File: src/rtl/axis_pkg.sv
// Shared definitions for the AXI-Stream blocks: FSM state encodings and
// default bus and field widths.
package axis_pkg;

    typedef enum logic [1:0] {
        ST_IDLE = 2'd0,
        ST_SEND = 2'd1,
        ST_GAP  = 2'd2
    } pkt_state_t;

    localparam int DEF_DATA_WIDTH = 32;
    localparam int DEF_LEN_WIDTH  = 16;
    localparam int DEF_GAP_WIDTH  = 8;

endpackage

File: src/rtl/axis_pkt_gen.sv
// AXI-Stream packet generator: emits num_pkts packets of pkt_len beats carrying
// a per-run incrementing counter, separated by gap idle cycles.
module axis_pkt_gen
    import axis_pkg::*;
#(
    parameter int DATA_WIDTH = DEF_DATA_WIDTH,
    parameter int LEN_WIDTH  = DEF_LEN_WIDTH,
    parameter int GAP_WIDTH  = DEF_GAP_WIDTH
) (
    input  logic                  aclk,
    input  logic                  areset,
    input  logic                  start,
    input  logic [LEN_WIDTH-1:0]  pkt_len,
    input  logic [LEN_WIDTH-1:0]  num_pkts,
    input  logic [GAP_WIDTH-1:0]  gap,
    output logic [DATA_WIDTH-1:0] m_data,
    output logic                  m_valid,
    output logic                  m_last,
    input  logic                  m_ready,
    output logic                  busy,
    output logic                  done
);

    pkt_state_t            state_reg, state_next;
    logic [LEN_WIDTH-1:0]  len_reg, len_next;
    logic [LEN_WIDTH-1:0]  pkts_reg, pkts_next;
    logic [GAP_WIDTH-1:0]  gap_reg, gap_next;
    logic [LEN_WIDTH-1:0]  beat_reg, beat_next;
    logic [LEN_WIDTH-1:0]  pkt_idx_reg, pkt_idx_next;
    logic [GAP_WIDTH-1:0]  gap_cnt_reg, gap_cnt_next;
    logic [DATA_WIDTH-1:0] data_reg, data_next;
    logic                  last_reg, last_next;
    logic                  valid_reg, valid_next;
    logic                  busy_reg, busy_next;
    logic                  done_reg, done_next;

    always_ff @(posedge aclk) begin
        if (areset) begin
            state_reg   <= ST_IDLE;
            len_reg     <= '0;
            pkts_reg    <= '0;
            gap_reg     <= '0;
            beat_reg    <= '0;
            pkt_idx_reg <= '0;
            gap_cnt_reg <= '0;
            data_reg    <= '0;
            last_reg    <= 1'b0;
            valid_reg   <= 1'b0;
            busy_reg    <= 1'b0;
            done_reg    <= 1'b0;
        end else begin
            state_reg   <= state_next;
            len_reg     <= len_next;
            pkts_reg    <= pkts_next;
            gap_reg     <= gap_next;
            beat_reg    <= beat_next;
            pkt_idx_reg <= pkt_idx_next;
            gap_cnt_reg <= gap_cnt_next;
            data_reg    <= data_next;
            last_reg    <= last_next;
            valid_reg   <= valid_next;
            busy_reg    <= busy_next;
            done_reg    <= done_next;
        end
    end

    always_comb begin
        state_next   = state_reg;
        len_next     = len_reg;
        pkts_next    = pkts_reg;
        gap_next     = gap_reg;
        beat_next    = beat_reg;
        pkt_idx_next = pkt_idx_reg;
        gap_cnt_next = gap_cnt_reg;
        data_next    = data_reg;
        last_next    = last_reg;
        done_next    = 1'b0;

        case (state_reg)
            ST_IDLE: begin
                if (start && (pkt_len != '0) && (num_pkts != '0)) begin
                    len_next     = pkt_len;
                    pkts_next    = num_pkts;
                    gap_next     = gap;
                    beat_next    = '0;
                    pkt_idx_next = '0;
                    gap_cnt_next = '0;
                    data_next    = '0;
                    last_next    = (pkt_len == LEN_WIDTH'(1));
                    state_next   = ST_SEND;
                end
            end
            ST_SEND: begin
                // valid is always high in SEND, so ready alone marks a transfer
                if (m_ready) begin
                    data_next = data_reg + DATA_WIDTH'(1);
                    if (last_reg) begin
                        beat_next = '0;
                        last_next = 1'b0;
                        if (pkt_idx_reg == pkts_reg - LEN_WIDTH'(1)) begin
                            state_next = ST_IDLE;
                            done_next  = 1'b1;
                        end else begin
                            pkt_idx_next = pkt_idx_reg + LEN_WIDTH'(1);
                            if (gap_reg == '0) begin
                                last_next = (len_reg == LEN_WIDTH'(1));
                            end else begin
                                state_next   = ST_GAP;
                                gap_cnt_next = GAP_WIDTH'(1);
                            end
                        end
                    end else begin
                        beat_next = beat_reg + LEN_WIDTH'(1);
                        last_next = (beat_reg + LEN_WIDTH'(1) == len_reg - LEN_WIDTH'(1));
                    end
                end
            end
            ST_GAP: begin
                if (gap_cnt_reg == gap_reg) begin
                    state_next = ST_SEND;
                    beat_next  = '0;
                    last_next  = (len_reg == LEN_WIDTH'(1));
                end else begin
                    gap_cnt_next = gap_cnt_reg + GAP_WIDTH'(1);
                end
            end
            default: state_next = ST_IDLE;
        endcase

        valid_next = (state_next == ST_SEND);
        busy_next  = (state_next != ST_IDLE);
    end

    assign m_data  = data_reg;
    assign m_valid = valid_reg;
    assign m_last  = last_reg;
    assign busy    = busy_reg;
    assign done    = done_reg;

endmodule
File: config.mk
export PLATFORM = sky130hd
export DESIGN_NAME = axis_pkt_gen
export DESIGN_NICKNAME = d
export VERILOG_FILES = /design/src/rtl/axis_pkg.sv /design/src/rtl/axis_pkt_gen.sv
export SDC_FILE = /design/constraint.sdc
export NUM_CORES = 1
export LEC_CHECK = 0
export ABC_AREA = 1
export CAP_MARGIN = 20
export CORE_AREA = 2 2 144 146
export CTS_CLUSTER_DIAMETER = 120
export CTS_CLUSTER_SIZE = 12
export DETAILED_ROUTE_END_ITERATION = 16
export DIE_AREA = 0 0 146 148
export MAX_ROUTING_LAYER = met4
export PLACE_DENSITY = 0.61
export SYNTH_ARGS = -nofsm -noshare
export SYNTH_HDL_FRONTEND = slang
export SYNTH_SLANG_ARGS = --single-unit
export TNS_END_PERCENT = 10
File: constraint.sdc
create_clock -name aclk -period 1.95 [get_ports aclk]
set_clock_uncertainty 0.1 [all_clocks]
set_input_delay 0.2925 -clock aclk [delete_from_list [all_inputs] [get_ports aclk]]
set_output_delay 0.2925 -clock aclk [all_outputs]
set_load 0.01 [all_outputs]
==> flow_summary.ini <==
[status]
status = finished with violations
violations = setup timing

[drt]
viasPerCell = 5.03
wl_um = 26300
firstDrtPassIters = 5
initialDrtViolationCount = 577
drc = 0
wl_per_cell_um = 14.4
vias = 9193
ant_nets = 0

[logic_synthesis]
yosysTopAreaCellShare = 0.299
synth_edf_count = 0
synth_nets = 1324
synth_area_per_cell_um2 = 6.22
synthTopCellsByCount = 333 x nand2_1, 161 x nor2_1, 136 x inv_1, 118 x dfxtp_1, 92 x a21oi_1
ys_top_cells_by_area = dfxtp_1 30%, nand2_1 16%, nor2_1 7.7%
yosysTopAreaCell = dfxtp_1
synthArstFlopShare = 0
muxShareOfSynthArea = 0
synth_most_common_cell = nand2_1
synthAdderAreaFrac = 0.0174
synth_ff_type = dfxtp_1
synth_cells = 1269
ys_ff_latch = 118
yosysUniqueCellTypes = 42
synth_area_um2 = 7890
ys_seq_area_frac = 0.299
synth_compound_area_frac = 0.124
yosysWarnings = 0
post_synth_and_or_nand_nor_area_fraction = 0.396
synth-xor-area-share = 0.0755
synth_top_family_by_area = simple AND/OR/NAND/NOR gates

[cells_and_area]
syn_to_final_growth_pct = 48.5
final_cells = 1826
drive_gt1_frac = 0.253
largest_reg_flops = 32
antenna_cells = 0
final_nets = 1598

[timing]
final-setup-viol-count = 33
period_needed_ns = 2.27
relSlewSlack = 0.623
worst_slew_pin_slew_ns = 0.565
hold_viol_final = 0
period_share = 1.16
drv_slew = 0
fmax_mhz = 441
rsz0062_at_grt = yes
holdWs_ns = 0.150
worst_slack_ns = -0.320

[worst_setup_path]
endpoint_kind = flip-flop
arrival_ns = 2.47
cp-start-kind = flip-flop
critical_path.max_fanout = 5
critPathRequiredTime_ns = 2.15
path_class = flip-flop to flip-flop

[clock_network]
cts.sinks = 118
clk_latency_ns = 0.42
root_buffer = clkbuf_16
clkSlewWorstSetupHoldPaths_ns = 0.06
cts_tree = done
cts_hold_buf = 0
cts_max_level = 4
cts_buffers = 17
cts_max_path_buffers = 2

[place]
hpwl_um = 19500
place_congestion = 0.964
port_buffers = 79
place_inst = 1787

[power_and_ir_drop]
switching_share = 0.317
vdd_drop_max_mv = 0.558
p_seq_frac = 0.322
p_int_uw = 5670
p_comb_frac = 0.268
p_switching_uw = 2640
power_density_nw_per_um2 = 710
p_clk_frac = 0.410
power.leakage_uw = 0.00493
finalPower_uw = 8310

[floorplan]
die_x_um = 146
die_area_um2 = 21600
die_y_um = 148
design.core.area_um2 = 20000
start_util = 0.394
row_count = 52
io_pins = 80

[global_routing]
grt_max_degree = 57
grt_first_pass_wirelength_um = 42800
grt_pass1_vias = 8910
antenna_found_initial = 0
grt-ovfl-total = 0
grt_usage = 0.250

[worst_hold_path]
min_path_type = input pin to flip-flop

[job]
drv_cap = 0
-- cell families after synthesis --
group                    after synthesis
AND/OR/NAND/NOR                      710
flip-flops                           118
AO/OA/AOI/OAI                        185
XOR/XNOR                              68
adder cells (fa/ha/maj)               11
buffers and inverters                177
-- area by class of cell --
cell class,count,area [um^2]
timing repair buffer,291,2470
clock inverter,12,175
sequential,118,2370
clock buffer,20,457
tap,270,338
multi-input combinational,975,5360
fill,1943,8330
inverter,139,532
timing repair inverter,1,7.51
-- power by group through the flow --
stage	combinational (uW)	sequential [uW]	clock [uW]
3_5_place_dp	2040	2710	0
6_report	2230	2670	3410
5_1_grt	2460	2690	3580
2_1_floorplan	1180	2690	0
3_3_place_gp	2020	2710	0
4_1_cts	2130	2670	3460
-- per-stage QoR --
step	instance area (um^2)	util	setup WS, ns	setup TNS, ns
after floorplan	7920	-	-0.0550	-0.702
after global routing	11700	0.584	-0.462	-13.89
after detailed placement	10500	0.524	-0.804	-70.69
after global placement	10500	0.524	-0.762	-68.16
after CTS	11300	0.566	-0.327	-7.01
final	11700	0.584	-0.320	-6.98
-- cells in the final DEF, fill, tap and decap left out, types with 12 or more instances in the layout --
cell             synthesis  layout
a21oi_2                 10      14
nor2_1                 161     139
nand2_1                333     317
clkdlybuf4s50_1          0      56
nand3_1                 88      79
nand2_2                 11      23
a21oi_1                 92      88
xnor2_1                 14      12
inv_1                  136     132
o21ai_0                 72      60
nor3_2                   2      20
nor3_1                  40      21
dfxtp_1                118     110
nor2_4                   2      14
nand4_1                 28      28
clkbuf_16                0      18
dlygate4sd2_1            0      21
buf_4                    1     199
nor2_2                   9      19
xor2_1                  54      53
-- what timing repair did --
action	4_1_cts	5_1_grt
resized for setup	83	78
gates cloned	2	1
endpoints found under the setup margin	117	105
pin swaps	26	19
buffers inserted	3	1
-- worst max-delay path, cell delays in order, from the launching register on --
cell	delay (ns)
dfxtp_4	0.37
inv_4	0.04
ha_4	0.19
xnor2_2	0.14
xor2_1	0.18
a21oi_1	0.14
nand3_1	0.11
nor2_2	0.15
nand2_2	0.08
nor2_4	0.12
nand3_4	0.18
buf_8	0.20
nand3_1	0.10
a21oi_2	0.06
-- routing by layer --
layer / routed length, um / track usage
met3: 994 / 0.0355
met4: 465 / 0.0694
met2: 13000 / 0.429
met5: 0 / -
met1: 11900 / 0.307
-- path summary, 6_finish.rpt --
| check | startpoint | slack (ns) | end | depth (start not counted) |
|---|---|---|---|---|
| setup / recovery | pkts_reg[1] | -0.32 | pkt_idx_reg[11] | 13 |
| hold / removal | areset | 0.15 | gap_cnt_reg[0] | 2 |
| setup reg to reg | pkts_reg[1] | -0.32 | pkt_idx_reg[11] | 13 |
| hold reg to reg | gap_reg[1] | 0.37 | gap_reg[1] | 2 |
Power figures use the tool's default switching activity.
